`src/rtl/dest_ip_filter_tbl_ctrl_pkg.sv`:
```
// Shared types and constants for the destination-IP filter table controller.
// State encoding is fixed so that a debug probe of o_dbg_state decodes directly.
package dest_ip_filter_tbl_ctrl_pkg;

    typedef enum logic [1:0] {
        ST_IDLE    = 2'd0,
        ST_HOST_RD = 2'd1,
        ST_HOST_WR = 2'd2,
        ST_CLR_WR  = 2'd3
    } state_t;

    // Returned to the host when a table read never gets an ack.
    localparam logic [31:0] TMO_RD_IP = 32'hDEAD_BEEF;

    function automatic int clog2(input int value);
        int r;
        r = 0;
        while ((1 << r) < value) r++;
        return (r < 1) ? 1 : r;
    endfunction

endpackage

```
`src/rtl/dest_ip_filter_tbl_ctrl_if.sv`:
```
// Host-side and table-side bundles of the filter table controller.
// Handshake: req is a level held until the matching single-cycle ack; the requester drops req in the ack cycle.
interface dest_ip_filter_host_if #(
    parameter int ADDR_W = 5
);
    logic [ADDR_W-1:0] host_rd_addr;
    logic              host_rd_req;
    logic [31:0]       host_rd_ip;
    logic              host_rd_ack;
    logic [ADDR_W-1:0] host_wr_addr;
    logic              host_wr_req;
    logic [31:0]       host_wr_ip;
    logic              host_wr_ack;
    logic              clear_start;
    logic              clear_busy;
    logic              clear_done;
    logic              timeout_err;

    modport master (
        output host_rd_addr, host_rd_req, host_wr_addr, host_wr_req, host_wr_ip, clear_start,
        input  host_rd_ip, host_rd_ack, host_wr_ack, clear_busy, clear_done, timeout_err
    );
    modport slave (
        input  host_rd_addr, host_rd_req, host_wr_addr, host_wr_req, host_wr_ip, clear_start,
        output host_rd_ip, host_rd_ack, host_wr_ack, clear_busy, clear_done, timeout_err
    );
endinterface

interface dest_ip_filter_tbl_if #(
    parameter int ADDR_W = 5
);
    logic [ADDR_W-1:0] tbl_rd_addr;
    logic              tbl_rd_req;
    logic [31:0]       tbl_rd_ip;
    logic              tbl_rd_ack;
    logic [ADDR_W-1:0] tbl_wr_addr;
    logic              tbl_wr_req;
    logic [31:0]       tbl_wr_ip;
    logic              tbl_wr_ack;

    modport master (
        output tbl_rd_addr, tbl_rd_req, tbl_wr_addr, tbl_wr_req, tbl_wr_ip,
        input  tbl_rd_ip, tbl_rd_ack, tbl_wr_ack
    );
    modport slave (
        input  tbl_rd_addr, tbl_rd_req, tbl_wr_addr, tbl_wr_req, tbl_wr_ip,
        output tbl_rd_ip, tbl_rd_ack, tbl_wr_ack
    );
endinterface

```
`src/rtl/dest_ip_filter_tbl_ctrl_arb.sv`:
```
// Two-way round-robin arbiter between host ops and the clear sweep.
// On a tie the requester that did not win last time is granted.
module dest_ip_filter_tbl_arb (
    input  logic i_clk,
    input  logic i_rst_n,
    input  logic i_en,
    input  logic i_req_host,
    input  logic i_req_clr,
    output logic o_gnt_host,
    output logic o_gnt_clr
);

    logic r_last_clr;

    always_comb begin
        o_gnt_host = 1'b0;
        o_gnt_clr  = 1'b0;
        if (i_en) begin
            if (i_req_host && i_req_clr) begin
                o_gnt_host = r_last_clr;
                o_gnt_clr  = !r_last_clr;
            end else begin
                o_gnt_host = i_req_host;
                o_gnt_clr  = i_req_clr;
            end
        end
    end

    always_ff @(posedge i_clk or negedge i_rst_n) begin
        if (!i_rst_n) begin
            r_last_clr <= 1'b0;
        end else if (o_gnt_host) begin
            r_last_clr <= 1'b0;
        end else if (o_gnt_clr) begin
            r_last_clr <= 1'b1;
        end
    end

endmodule

```
`src/rtl/dest_ip_filter_tbl_ctrl.sv`:
```
// Serialises host reads/writes and a clear-all sweep onto the filter table ports,
// one table op in flight at a time, each bounded by an ack timeout.
module dest_ip_filter_tbl_ctrl
    import dest_ip_filter_tbl_ctrl_pkg::*;
#(
    parameter int LUT_DEPTH      = 32,
    parameter int LUT_DEPTH_BITS = clog2(LUT_DEPTH),
    parameter int TIMEOUT_CYCLES = 64
) (
    input  logic                  clk,
    input  logic                  resetn,
    dest_ip_filter_host_if.slave  host,
    dest_ip_filter_tbl_if.master  tbl,
    output state_t                o_dbg_state
);

    localparam int                        TMO_W    = clog2(TIMEOUT_CYCLES);
    localparam logic [TMO_W-1:0]          TMO_LAST = TMO_W'(TIMEOUT_CYCLES - 1);
    localparam logic [LUT_DEPTH_BITS-1:0] PTR_LAST = LUT_DEPTH_BITS'(LUT_DEPTH - 1);

    state_t                    r_state;
    state_t                    w_next_state;
    logic [TMO_W-1:0]          r_tmo_cnt;
    logic [LUT_DEPTH_BITS-1:0] r_clr_ptr;
    logic                      r_clear_busy;
    logic                      r_clear_done;
    logic                      r_timeout_err;
    logic                      r_host_rd_ack;
    logic                      r_host_wr_ack;
    logic [31:0]               r_host_rd_ip;
    logic [LUT_DEPTH_BITS-1:0] r_tbl_rd_addr;
    logic                      r_tbl_rd_req;
    logic [LUT_DEPTH_BITS-1:0] r_tbl_wr_addr;
    logic                      r_tbl_wr_req;
    logic [31:0]               r_tbl_wr_ip;

    logic w_wr_pend, w_rd_pend, w_in_idle, w_gnt_host, w_gnt_clr;
    logic w_rd_ack, w_wr_ack, w_tmo;

    // A req still high during its own ack cycle is the old request, not a new one.
    assign w_wr_pend = host.host_wr_req && !r_host_wr_ack;
    assign w_rd_pend = host.host_rd_req && !r_host_rd_ack;
    assign w_in_idle = (r_state == ST_IDLE);
    assign w_rd_ack  = (r_state == ST_HOST_RD) && tbl.tbl_rd_ack;
    assign w_wr_ack  = ((r_state == ST_HOST_WR) || (r_state == ST_CLR_WR)) && tbl.tbl_wr_ack;
    assign w_tmo     = !w_in_idle && (r_tmo_cnt == TMO_LAST);

    dest_ip_filter_tbl_arb u_arb (
        .i_clk      (clk),
        .i_rst_n    (resetn),
        .i_en       (w_in_idle),
        .i_req_host (w_wr_pend || w_rd_pend),
        .i_req_clr  (r_clear_busy),
        .o_gnt_host (w_gnt_host),
        .o_gnt_clr  (w_gnt_clr)
    );

    always_ff @(posedge clk or negedge resetn) begin
        if (!resetn) r_state <= ST_IDLE;
        else         r_state <= w_next_state;
    end

    always_comb begin
        w_next_state = r_state;
        case (r_state)
            ST_IDLE: begin
                if (w_gnt_host)     w_next_state = w_wr_pend ? ST_HOST_WR : ST_HOST_RD;
                else if (w_gnt_clr) w_next_state = ST_CLR_WR;
            end
            ST_HOST_RD:            if (w_rd_ack || w_tmo) w_next_state = ST_IDLE;
            ST_HOST_WR, ST_CLR_WR: if (w_wr_ack || w_tmo) w_next_state = ST_IDLE;
            default:               w_next_state = ST_IDLE;
        endcase
    end

    always_ff @(posedge clk or negedge resetn) begin
        if (!resetn) begin
            r_tmo_cnt     <= '0;
            r_clr_ptr     <= '0;
            r_clear_busy  <= 1'b0;
            r_clear_done  <= 1'b0;
            r_timeout_err <= 1'b0;
            r_host_rd_ack <= 1'b0;
            r_host_wr_ack <= 1'b0;
            r_host_rd_ip  <= '0;
            r_tbl_rd_addr <= '0;
            r_tbl_rd_req  <= 1'b0;
            r_tbl_wr_addr <= '0;
            r_tbl_wr_req  <= 1'b0;
            r_tbl_wr_ip   <= '0;
        end else begin
            r_host_rd_ack <= 1'b0;
            r_host_wr_ack <= 1'b0;
            r_clear_done  <= 1'b0;
            r_timeout_err <= 1'b0;
            r_tmo_cnt     <= w_in_idle ? '0 : r_tmo_cnt + 1'b1;

            if (host.clear_start && !r_clear_busy) begin
                r_clear_busy <= 1'b1;
                r_clr_ptr    <= '0;
            end

            case (r_state)
                ST_IDLE: begin
                    if (w_gnt_host && w_wr_pend) begin
                        r_tbl_wr_addr <= host.host_wr_addr;
                        r_tbl_wr_ip   <= host.host_wr_ip;
                        r_tbl_wr_req  <= 1'b1;
                    end else if (w_gnt_host) begin
                        r_tbl_rd_addr <= host.host_rd_addr;
                        r_tbl_rd_req  <= 1'b1;
                    end else if (w_gnt_clr) begin
                        r_tbl_wr_addr <= r_clr_ptr;
                        r_tbl_wr_ip   <= '0;
                        r_tbl_wr_req  <= 1'b1;
                    end
                end
                ST_HOST_RD: begin
                    // An ack landing on the terminal count wins over the timeout.
                    if (w_rd_ack || w_tmo) begin
                        r_tbl_rd_req  <= 1'b0;
                        r_host_rd_ack <= 1'b1;
                        r_host_rd_ip  <= w_rd_ack ? tbl.tbl_rd_ip : TMO_RD_IP;
                        r_timeout_err <= !w_rd_ack;
                    end
                end
                ST_HOST_WR: begin
                    if (w_wr_ack || w_tmo) begin
                        r_tbl_wr_req  <= 1'b0;
                        r_host_wr_ack <= 1'b1;
                        r_timeout_err <= !w_wr_ack;
                    end
                end
                ST_CLR_WR: begin
                    if (w_wr_ack) begin
                        r_tbl_wr_req <= 1'b0;
                        if (r_clr_ptr == PTR_LAST) begin
                            r_clear_busy <= 1'b0;
                            r_clear_done <= 1'b1;
                            r_clr_ptr    <= '0;
                        end else begin
                            r_clr_ptr <= r_clr_ptr + 1'b1;
                        end
                    end else if (w_tmo) begin
                        r_tbl_wr_req  <= 1'b0;
                        r_timeout_err <= 1'b1;
                        r_clear_busy  <= 1'b0;
                        r_clr_ptr     <= '0;
                    end
                end
                default: ;
            endcase
        end
    end

    assign host.host_rd_ip  = r_host_rd_ip;
    assign host.host_rd_ack = r_host_rd_ack;
    assign host.host_wr_ack = r_host_wr_ack;
    assign host.clear_busy  = r_clear_busy;
    assign host.clear_done  = r_clear_done;
    assign host.timeout_err = r_timeout_err;
    assign tbl.tbl_rd_addr  = r_tbl_rd_addr;
    assign tbl.tbl_rd_req   = r_tbl_rd_req;
    assign tbl.tbl_wr_addr  = r_tbl_wr_addr;
    assign tbl.tbl_wr_req   = r_tbl_wr_req;
    assign tbl.tbl_wr_ip    = r_tbl_wr_ip;
    assign o_dbg_state      = r_state;

endmodule

```
`src/flat_wrapper.sv`:
```
// flat-port wrapper written by rule: the top's interface ports become plain ports
module dest_ip_filter_tbl_ctrl_flat import dest_ip_filter_tbl_ctrl_pkg::*;
#(
    parameter int LUT_DEPTH      = 32,
    parameter int LUT_DEPTH_BITS = clog2(LUT_DEPTH),
    parameter int TIMEOUT_CYCLES = 64
)
  (clk, resetn, o_dbg_state, host_host_rd_addr, host_host_rd_req, host_host_wr_addr, host_host_wr_req, host_host_wr_ip, host_clear_start, host_host_rd_ip, host_host_rd_ack, host_host_wr_ack, host_clear_busy, host_clear_done, host_timeout_err, tbl_tbl_rd_addr, tbl_tbl_rd_req, tbl_tbl_wr_addr, tbl_tbl_wr_req, tbl_tbl_wr_ip, tbl_tbl_rd_ip, tbl_tbl_rd_ack, tbl_tbl_wr_ack);
  dest_ip_filter_host_if #(.ADDR_W((5))) host_i ();
  dest_ip_filter_tbl_if #(.ADDR_W((5))) tbl_i ();
  input  logic clk;
  input  logic resetn;
  output state_t o_dbg_state;
  input wire logic [$bits(host_i.host_rd_addr)-1:0] host_host_rd_addr;
  input wire logic [$bits(host_i.host_rd_req)-1:0] host_host_rd_req;
  input wire logic [$bits(host_i.host_wr_addr)-1:0] host_host_wr_addr;
  input wire logic [$bits(host_i.host_wr_req)-1:0] host_host_wr_req;
  input wire logic [$bits(host_i.host_wr_ip)-1:0] host_host_wr_ip;
  input wire logic [$bits(host_i.clear_start)-1:0] host_clear_start;
  output wire logic [$bits(host_i.host_rd_ip)-1:0] host_host_rd_ip;
  output wire logic [$bits(host_i.host_rd_ack)-1:0] host_host_rd_ack;
  output wire logic [$bits(host_i.host_wr_ack)-1:0] host_host_wr_ack;
  output wire logic [$bits(host_i.clear_busy)-1:0] host_clear_busy;
  output wire logic [$bits(host_i.clear_done)-1:0] host_clear_done;
  output wire logic [$bits(host_i.timeout_err)-1:0] host_timeout_err;
  output wire logic [$bits(tbl_i.tbl_rd_addr)-1:0] tbl_tbl_rd_addr;
  output wire logic [$bits(tbl_i.tbl_rd_req)-1:0] tbl_tbl_rd_req;
  output wire logic [$bits(tbl_i.tbl_wr_addr)-1:0] tbl_tbl_wr_addr;
  output wire logic [$bits(tbl_i.tbl_wr_req)-1:0] tbl_tbl_wr_req;
  output wire logic [$bits(tbl_i.tbl_wr_ip)-1:0] tbl_tbl_wr_ip;
  input wire logic [$bits(tbl_i.tbl_rd_ip)-1:0] tbl_tbl_rd_ip;
  input wire logic [$bits(tbl_i.tbl_rd_ack)-1:0] tbl_tbl_rd_ack;
  input wire logic [$bits(tbl_i.tbl_wr_ack)-1:0] tbl_tbl_wr_ack;
  assign host_i.host_rd_addr = host_host_rd_addr;
  assign host_i.host_rd_req = host_host_rd_req;
  assign host_i.host_wr_addr = host_host_wr_addr;
  assign host_i.host_wr_req = host_host_wr_req;
  assign host_i.host_wr_ip = host_host_wr_ip;
  assign host_i.clear_start = host_clear_start;
  assign host_host_rd_ip = host_i.host_rd_ip;
  assign host_host_rd_ack = host_i.host_rd_ack;
  assign host_host_wr_ack = host_i.host_wr_ack;
  assign host_clear_busy = host_i.clear_busy;
  assign host_clear_done = host_i.clear_done;
  assign host_timeout_err = host_i.timeout_err;
  assign tbl_tbl_rd_addr = tbl_i.tbl_rd_addr;
  assign tbl_tbl_rd_req = tbl_i.tbl_rd_req;
  assign tbl_tbl_wr_addr = tbl_i.tbl_wr_addr;
  assign tbl_tbl_wr_req = tbl_i.tbl_wr_req;
  assign tbl_tbl_wr_ip = tbl_i.tbl_wr_ip;
  assign tbl_i.tbl_rd_ip = tbl_tbl_rd_ip;
  assign tbl_i.tbl_rd_ack = tbl_tbl_rd_ack;
  assign tbl_i.tbl_wr_ack = tbl_tbl_wr_ack;
  dest_ip_filter_tbl_ctrl #(.LUT_DEPTH(LUT_DEPTH), .LUT_DEPTH_BITS(LUT_DEPTH_BITS), .TIMEOUT_CYCLES(TIMEOUT_CYCLES)) u_core (.clk(clk), .resetn(resetn), .host(host_i), .tbl(tbl_i), .o_dbg_state(o_dbg_state));
endmodule
```
`config.mk`:
```
export PLATFORM = sky130hd
export DESIGN_NAME = dest_ip_filter_tbl_ctrl_flat
export DESIGN_NICKNAME = d
export VERILOG_FILES = /design/src/rtl/dest_ip_filter_tbl_ctrl_pkg.sv /design/src/rtl/dest_ip_filter_tbl_ctrl_if.sv /design/src/rtl/dest_ip_filter_tbl_ctrl_arb.sv /design/src/rtl/dest_ip_filter_tbl_ctrl.sv /design/src/flat_wrapper.sv
export SDC_FILE = /design/constraint.sdc
export NUM_CORES = 1
export LEC_CHECK = 0
export BUFFER_PORTS_ARGS = -buffer_cell sky130_fd_sc_hd__buf_4
export CAP_MARGIN = 20
export CELL_PAD_IN_SITES_DETAIL_PLACEMENT = 1
export CELL_PAD_IN_SITES_GLOBAL_PLACEMENT = 2
export CORE_ASPECT_RATIO = 1.2
export CORE_MARGIN = 3
export CORE_UTILIZATION = 29
export CTS_CLUSTER_SIZE = 10
export DETAILED_ROUTE_END_ITERATION = 6
export GPL_TIMING_DRIVEN = 0
export PLACE_DENSITY = 0.77
export SLEW_MARGIN = 20
export SYNTH_ARGS = -nofsm -noshare
export SYNTH_HDL_FRONTEND = slang
export SYNTH_SLANG_ARGS = --single-unit
```
`constraint.sdc`:
```
create_clock -name clk -period 2 [get_ports clk]
set_input_delay 0.2 -clock clk [delete_from_list [all_inputs] [get_ports clk]]
set_output_delay 0.2 -clock clk [all_outputs]
set_load 0.005 [all_outputs]
```
== Word-level counts from Yosys, hierarchy flattened ==
Index checks and enable logic that the tools add are counted.

* Bits in registers: 95
* Input bits: 81
* Output and inout bits: 83
* Word-level logic and storage cells: 116

* Add/sub/neg operators: 2
* Equal/unequal tests: 15
* Muxes and demuxes: 52
* Bitwise logic cells: 1
* Reductions and logical operators: 31

{| class="wikitable"
|+ Operators by type and width
! kind !! number
|-
| $mux W32 || 4
|-
| $mux W5 || 8
|-
| $mux W1 || 30
|-
| $mux W2 || 5
|-
| $ne A2 B2 Y1 const B || 5
|-
| $ne A3 B3 Y1 const B || 3
|-
| $reduce_and A3 Y1 || 3
|-
| $logic_and A1 B1 Y1 || 8
|-
| $logic_not A1 Y1 || 7
|-
| $add A6 B1 Y6 const B || 1
|-
| $eq A6 B6 Y1 const B || 1
|-
| $mux W6 || 1
|-
| $pmux W1 S3 || 2
|-
| $pmux W2 S3 || 1
|-
| $reduce_bool A2 Y1 || 3
|-
| $add A5 B1 Y5 const B || 1
|-
| $eq A5 B5 Y1 const B || 1
|-
| $reduce_and A5 Y1 || 1
|-
| $eq A2 B2 Y1 const B || 2
|-
| $logic_or A1 B1 Y1 || 4
|-
| $reduce_and A4 Y1 || 1
|-
| $ne A3 B1 Y1 const B || 1
|-
| $reduce_bool A3 Y1 || 1
|-
| $eq A2 B1 Y1 const B || 1
|-
| other kinds (6) || 6
|}

== Logic depth before layout (Yosys ltp) ==
Gate-level depths: netlist of the first run.

* Depth in word-level cells: 10
* Depth in mapped cells: 7
* Mapped depth without buffers: 6

== By module ==
A second synthesis of the first run with hierarchy kept.

* Cells, all modules: 338
* Area total of the unflattened synthesis: 3827.4 um^2

{| class="wikitable"
|+ By module, submodules not included
! module !! instances !! cells an instance !! area each (um^2) !! sequential area each (um^2)
|-
| dest_ip_filter_tbl_ctrl || 1 || 330 || 3766.1 || 2352.3
|-
| dest_ip_filter_tbl_arb || 1 || 8 || 61.3 || 25.0
|}

== Least setup slack after synthesis of the first run ==
No wires, ideal clock.

* Path type: flip-flop to flip-flop
* Start: register u_core.r_tmo_cnt[0]
* End: register u_core.r_host_rd_ip[10] (netlist: u_core.host.host_rd_ip[10])
* Setup time: 0.121 ns
* Arrival time: 1.597 ns
* Required time: 1.879 ns
* Slack: 0.281 ns
* Cell stages (with the launch flop): 8
* Path buffers: 1
* Clock period less this slack: 1.719 ns
* Cell sequence: dfrtp_1 ha_1 and3_4 and3_4 o21ai_4 inv_4 buf_6 o22a_1

* Cells in the longest elaborated chain, start to end: 4

{| class="wikitable"
|+ Ends and longest elaborated chain
! what !! RTL line !! RTL
|-
| start, declared || dest_ip_filter_tbl_ctrl.sv:23 || <nowiki>logic [TMO_W-1:0] r_tmo_cnt;</nowiki>
|-
| start signal, assigned || dest_ip_filter_tbl_ctrl.sv:96 || <nowiki>r_tmo_cnt <= w_in_idle ? '0 : r_tmo_cnt + 1'b1;</nowiki>
|-
| $eq A6 B6 Y1 || dest_ip_filter_tbl_ctrl.sv:46 || <nowiki>assign w_tmo = !w_in_idle && (r_tmo_cnt == TMO_LAST);</nowiki>
|-
| $logic_and A1 B1 Y1 || dest_ip_filter_tbl_ctrl.sv:46 ||
|-
| $logic_or A1 B1 Y1 || dest_ip_filter_tbl_ctrl.sv:120 || <nowiki>if (w_rd_ack || w_tmo) begin</nowiki>
|-
| $reduce_and A2 Y1 (no source line) || - ||
|-
| end signal, assigned || dest_ip_filter_tbl_ctrl.sv:123 || <nowiki>r_host_rd_ip <= w_rd_ack ? tbl.tbl_rd_ip : TMO_RD_IP;</nowiki>
|-
| end, declared || dest_ip_filter_tbl_ctrl.sv:30 || <nowiki>logic [31:0] r_host_rd_ip;</nowiki>
|}

No other way between the ends.
A chain may end at the register's enable or synchronous reset.

== Worst setup path in the final report of the first run ==
* Start: register u_core.r_tmo_cnt[0]
* End: register u_core.r_host_rd_ip[30] (netlist: u_core.host.host_rd_ip[30])

The elaborated chain is that of the path after synthesis.

==> impl_metrics.yaml, run 1 <==
status:
  status: "finished clean"
job:
  max_cap_viol_count: 0
synth:
  yosysWarnings: 0
  synth_top_area_share_pct: 65.0
  postSynthAreaPerCell_um2: 13.7
  netlist_instances: 268
  ys_top_cells_by_count: "95 x dfrtp_1, 43 x a22o_1, 24 x o22a_1, 11 x nor2_1, 10 x buf_2"
  yosysMostFrequentCell: "dfrtp_1"
  async_flop_share_pct: 100
  synth_top_area_cell: "dfrtp_1"
  synth_cell_types: 38
  synth_area_mm2: 0.00366
  ys.flop_type: "dfrtp_1"
  synth-edff-count: 0
  yosysSeqAreaShare_pct: 65.0
  synthesis.nets: 352
  synthTopCellsByArea: "dfrtp_1 65%, a22o_1 10%, o22a_1 5.7%"
  ys_ff_latch: 95
min_path:
  hold_class: "input pin to flop"
pwr:
  finalPower_w: 0.00819
  p_per_area_mw_per_mm2: 1520
  switchingPower_w: 0.00260
  p_int_w: 0.00559
  p_seq_share_pct: 40.5
  p_leak_nw: 2.64
  comb_power_share_pct: 39.8
  pwr-share-clk_pct: 19.7
  sw_frac_of_total_pct: 31.8
  ir_worst_vdd_mv: 0.565
critical_path:
  slowest_stage: "dfrtp_1"
  required_ps: 2220
  path_common_cell: "and3_4"
  endpoint_kind: "flop"
  crit_family: "simple AND/OR/NAND/NOR gates"
  cp_max_fo: 10
  slowest_delay_ps: 400
  crit_chain: "ha_1 > and3_4 > and3_4 > o21ai_4 > inv_4 > buf_6 > o22a_1"
  path_class: "flop to flop"
  cp.buffers_inverters: 2
  crit_arrival_ps: 2010
  cp-start-kind: "flop"
detailed_routing:
  drtAntennaViolNets: 0
  num_vias: 2918
  routed_wl_um: 10300
  vias_per_cell: 4.78
  drc: 0
  drt_iter0_drc: 143
  wl_per_cell_um: 16.9
  drt_pass1_iterations: 4
timing:
  min_period_ps: 1800
  tns_ps: 0
  slew_viol_final: 0
  finalHoldViolCount: 0
  worst_slew_pin_slew_ps: 856
  clock_skew_ps: 5.20
  relSlewSlack_pct: 43.0
  fmax_mhz: 556
  setup_slack_ps: 203
  rsz0062_at_grt: "no"
  final.period_utilization_pct: 89.9
  setup_viol: 0
die:
  die_w_um: 109
  num_rows: 44
  die_area_mm2: 0.0140
  start_util_pct: 29.9
  die_h_um: 129
  ios: 164
  coreArea_mm2: 0.0122
global_routing:
  grt_pass1_wl_um: 16400
  grt_pass1_vias: 3103
  grt_remaining_overflow: 0
  antenna_found_initial: 0
  grt_use_total_pct: 14.8
  grt_start_max_net_pins: 96
cts:
  cts_resized: 0
  htree_num_levels: 3
  clockRootBuffer: "clkbuf_16"
  clock_tree.buffer_depth: 2
  path_clk_slew_ps: 70
  cts.sinks: 95
  cts_tree: "built"
  cts_buffers: 9
  insertion_delay_ps: 330
placed_design:
  numPortBuffers: 163
  post-place-ws_ps: 81.7
  dp_hpwl_um: 7650
  gp_congestion: 0.730
layout:
  nets: 529
  syn_to_final_growth_pct: 47.5
  postLayoutCoreUtil_pct: 44.2
  diodes: 0
  final_layout_size_suffix_gt1_share_pct: 45.6
-- stage by stage --
stage,std cells,area [um^2],hold WS [ps]
6_report,611,5400,73.0
3_3_place_gp,592,5080,412
4_1_cts,609,5380,64.3
5_1_grt,611,5400,55.8
3_5_place_dp,592,5090,356
2_1_floorplan,268,3660,-95.6
-- per-layer routing --
metal / global-route usage, % / vias to the layer above / share of wire [%]
li1: - / 1361 / -
met1: 18.9 / 1460 / 41
met2: 25.2 / 91 / 52
met3: 3.79 / 6 / 6.2
met4: 3.42 / 0 / 0.72
met5: 0 / - / 0
-- cell families after synthesis --
| kind of cell | after synthesis | synth area share, % |
|---|---|---|
| multiplexers | 11 | 3.21 |
| AO/OA/AOI/OAI | 94 | 20.6 |
| adder cells (fa/ha/maj) | 3 | 1.03 |
| flip-flops | 95 | 65.0 |
| AND/OR/NAND/NOR | 43 | 6.53 |
| XOR/XNOR | 4 | 0.957 |
| buffers and inverters | 18 | 2.67 |
-- layout by cell type (no fill, tap or decap), types with 5 or more instances in the layout --
cell / n
a21oi_1: 7
dfrtp_1: 95
nand2_1: 7
buf_2: 10
o21ai_0: 8
mux2i_1: 5
a22o_1: 43
o22a_1: 24
mux2_2: 6
buf_4: 164
a31oi_1: 5
nor2_1: 11
clkbuf_16: 9
-- cell type report --
type                            count  area (um^2)
Buffer                             16         87.6
Sequential cell                    95         2380
Tap cell                          161          201
Clock inverter                      6         45.0
Multi-Input combinational cell    155         1180
Clock buffer                       10          239
Fill cell                        1357         6820
Inverter                            2         10.0
Timing Repair Buffer              166         1250
-- power by group through the flow --
stage                     sequential [W]  combinational (W)  clock [W]
after floorplan                  0.00334            0.00144          0
after global placement           0.00331            0.00325          0
after detailed placement         0.00335            0.00330          0
after CTS                        0.00333            0.00333    0.00168
after global routing             0.00343            0.00360    0.00177
final                            0.00331            0.00326    0.00161
-- state kept, by name, indices dropped and copies added, names as in the netlist --
signal,flops
u_core.r_tmo_cnt,6
u_core.tbl.tbl_wr_addr,5
u_core.o_dbg_state,2
u_core.host.timeout_err,1
u_core.host.host_rd_ip,32
u_core.tbl.tbl_rd_req,1
u_core.host.host_rd_ack,1
u_core.host.clear_busy,1
u_core.tbl.tbl_rd_addr,5
u_core.tbl.tbl_wr_req,1
u_core.host.host_wr_ack,1
u_core.u_arb.r_last_clr,1
u_core.host.clear_done,1
u_core.r_clr_ptr,5
u_core.tbl.tbl_wr_ip,32
-- final timing paths --
path | endpoint | start | slack [ps] | depth (start not counted)
worst max-delay path | u_core.host.host_rd_ip[30] | u_core.r_tmo_cnt[0] | 200 | 7
max in group asynchronous | u_core.host.host_rd_ip[30] | resetn | 900 | 2
worst min register to register | u_core.r_tmo_cnt[0] | u_core.r_tmo_cnt[0] | 470 | 1
min in group asynchronous | u_core.tbl.tbl_wr_ip[15] | resetn | 540 | 2
worst max register to register | u_core.host.host_rd_ip[30] | u_core.r_tmo_cnt[0] | 200 | 7
worst min-delay path | u_core.host.host_rd_ip[16] | tbl_tbl_rd_ip[16] | 70 | 2
-- timing repair --
| item | 4_1_cts | 5_1_grt |
|---|---|---|
| hold endpoints to repair | 10 | 0 |
| hold buffers | 1 | 0 |
| setup endpoints to repair | 0 | 12 |
| setup buffers | 0 | 2 |
Power figures use the tool's default switching activity.
==> inputs of run 2 (changes only) <==
--- a/config.mk
+++ b/config.mk
@@ -15,6 +15,7 @@
 export CTS_CLUSTER_SIZE = 10
 export DETAILED_ROUTE_END_ITERATION = 6
 export GPL_TIMING_DRIVEN = 0
+export MAX_ROUTING_LAYER = met4
 export PLACE_DENSITY = 0.77
 export SLEW_MARGIN = 20
 export SYNTH_ARGS = -nofsm -noshare
==> constraint.sdc (replaced) <==
create_clock -name clk -period 2 [get_ports clk]
set_input_delay 0.2 -clock clk [delete_from_list [all_inputs] [get_ports clk]]
set_output_delay 0.2 -clock clk [all_outputs]
set_load 0.02 [all_outputs]
==> run 2 against run 1 <==
Critical path depth did not move; sequential share of layout area unchanged; sequential power about the same; largest cell class unchanged; fmax decreased by 0.10%; clock-buffer cell count did not move; cell count unchanged; critical path type unchanged; global-route usage up 0.44 points; core utilization unchanged; wire length up 0.30%; clock power is essentially flat; via count rose by 0.34%.
==> impl_metrics.yaml, run 2 (synthesis gave the netlist of run 1 again) <==
status:
  status: "finished clean"
layout:
  nets: 529
  diodes: 0
  register_area_mm2: 0.00238
  mostFrequentLayoutCells: "164 x buf_4, 95 x dfrtp_1, 43 x a22o_1"
  multi_input_comb_area_mm2: 0.00118
  n_fill_cell: 1357
  final_layout_size_suffix_gt1_share_pct: 45.6
  postLayoutCellArea_mm2: 0.00540
  final_common_cell: "buf_4"
  syn_to_final_growth_pct: 47.5
critical_path:
  cp_max_fo: 10
  timing.rr.start: "u_core.r_tmo_cnt[0]"
  endpoint_kind: "flop"
  crit_arrival_ps: 2020
  rr_worst_depth: 7
  path_class: "flop to flop"
  required_ps: 2220
  cp-start-kind: "flop"
  reg2reg_slack_ps: 200
  regToRegEndpoint: "u_core.host.host_rd_ip[30]"
cts:
  path_clk_slew_ps: 70
  cts_tree: "built"
  cts_buffers: 9
  insertion_delay_ps: 330
  clock_tree.buffer_depth: 2
  clockRootBuffer: "clkbuf_16"
  htree_num_levels: 3
  cts.sinks: 95
detailed_routing:
  wl_per_cell_um: 17.0
  routed_wl_um: 10400
  vias_per_cell: 4.79
  num_vias: 2928
  drt_iter0_drc: 172
  drc: 0
  drtAntennaViolNets: 0
  drt_pass1_iterations: 4
timing:
  final.period_utilization_pct: 90.0
  rsz0062_at_grt: "no"
  setup_viol: 0
  min_period_ps: 1800
  finalHoldViolCount: 0
  tns_ps: 0
  slew_viol_final: 0
  relSlewSlack_pct: 42.8
  clock_skew_ps: 5.42
  worst_slew_pin_slew_ps: 858
  fmax_mhz: 556
global_routing:
  grt_pass1_wl_um: 16400
  grt_start_max_net_pins: 96
  grt_use_total_pct: 15.2
  grt_remaining_overflow: 0
  antenna_found_initial: 0
  grt_pass1_vias: 3098
pwr:
  p_per_area_mw_per_mm2: 1700
  ir_worst_vdd_mv: 0.620
  finalPower_w: 0.00917
  p_leak_nw: 2.64
die:
  coreArea_mm2: 0.0122
  die_h_um: 129
  start_util_pct: 29.9
  num_rows: 44
  die_area_mm2: 0.0140
  die_w_um: 109
  ios: 164
placed_design:
  dp_hpwl_um: 7650
  gp_congestion: 0.739
  postPlaceCellArea_mm2: 0.00509
  numPortBuffers: 163
job:
  max_cap_viol_count: 0
min_path:
  hold_path_end: "u_core.host.host_rd_ip[16]"
  min_from: "tbl_tbl_rd_ip[16]"
  min_path_cells: 2
  hold_class: "input pin to flop"
[run 2: through the flow]
| stage | setup slack, ps | std cells | utilization, % | hold WS, ps |
|---|---|---|---|---|
| final | 201 | 611 | 44.2 | 70.5 |
| after global routing | 34.3 | 611 | 44.2 | 54.6 |
| after CTS | 64.1 | 609 | 44.0 | 64.3 |
| after detailed placement | 81.7 | 592 | 41.6 | 356 |
| after global placement | 116 | 592 | 41.6 | 412 |
| after floorplan | 281 | 268 | - | -95.6 |
[run 2: how the worst max path moves through the flow]
stage	start	slack (ps)	depth (start not counted)	to
final	u_core.r_tmo_cnt[0]	200	7	u_core.host.host_rd_ip[30]
after global routing	u_core.o_dbg_state[1]	30	5	u_core.r_clr_ptr[3]
after CTS	u_core.r_tmo_cnt[0]	60	7	u_core.host.host_rd_ip[30]
after detailed placement	u_core.r_tmo_cnt[0]	80	7	u_core.host.host_rd_ip[30]
after global placement	u_core.r_tmo_cnt[0]	120	7	u_core.host.host_rd_ip[15]
after floorplan	u_core.r_tmo_cnt[0]	280	7	u_core.host.host_rd_ip[10]
[run 2: final cells by class]
type | count | share of cell area [%]
flip-flops and latches | 95 | 44.0
repair buffers | 166 | 23.2
multi-input cells | 155 | 22.0
clock buffers | 10 | 4.43
well taps | 161 | 3.73
plain buffers | 16 | 1.62
clock inverters | 6 | 0.834
inverters | 2 | 0.185
[run 2: repair_timing]
| item | in CTS | in global routing |
|---|---|---|
| hold buffers | 1 | 0 |
| buffers inserted | 0 | 2 |
| endpoints found under the setup margin | 0 | 12 |
| hold endpoints to repair | 10 | 0 |
| resized for setup | 0 | 0 |
[run 2: critical path, cell delays in order, from the launching register on]
cell,delay [ps]
dfrtp_1,400
ha_1,240
and3_4,210
and3_4,210
o21ai_4,200
inv_4,80
buf_6,150
o22a_1,200
[run 2: power by group]
group | switching, W | total (W) | internal (W) | leakage [nW]
logic | 0.00227 | 0.00423 | 0.00197 | 1.33
registers | 0.000520 | 0.00331 | 0.00279 | 1.19
clock network | 0.000741 | 0.00162 | 0.000881 | 0.131
total | 0.00353 | 0.00917 | 0.00564 | 2.64
[run 2: routing by layer]
layer	share of wire (%)	up-vias	wire, um	GRT usage, %
li1	-	1361	-	-
met1	41	1466	4290	18.9
met2	52	92	5360	25.2
met3	6.2	9	638	3.99
met4	0.71	0	74	2.97
met5	0	-	0	-
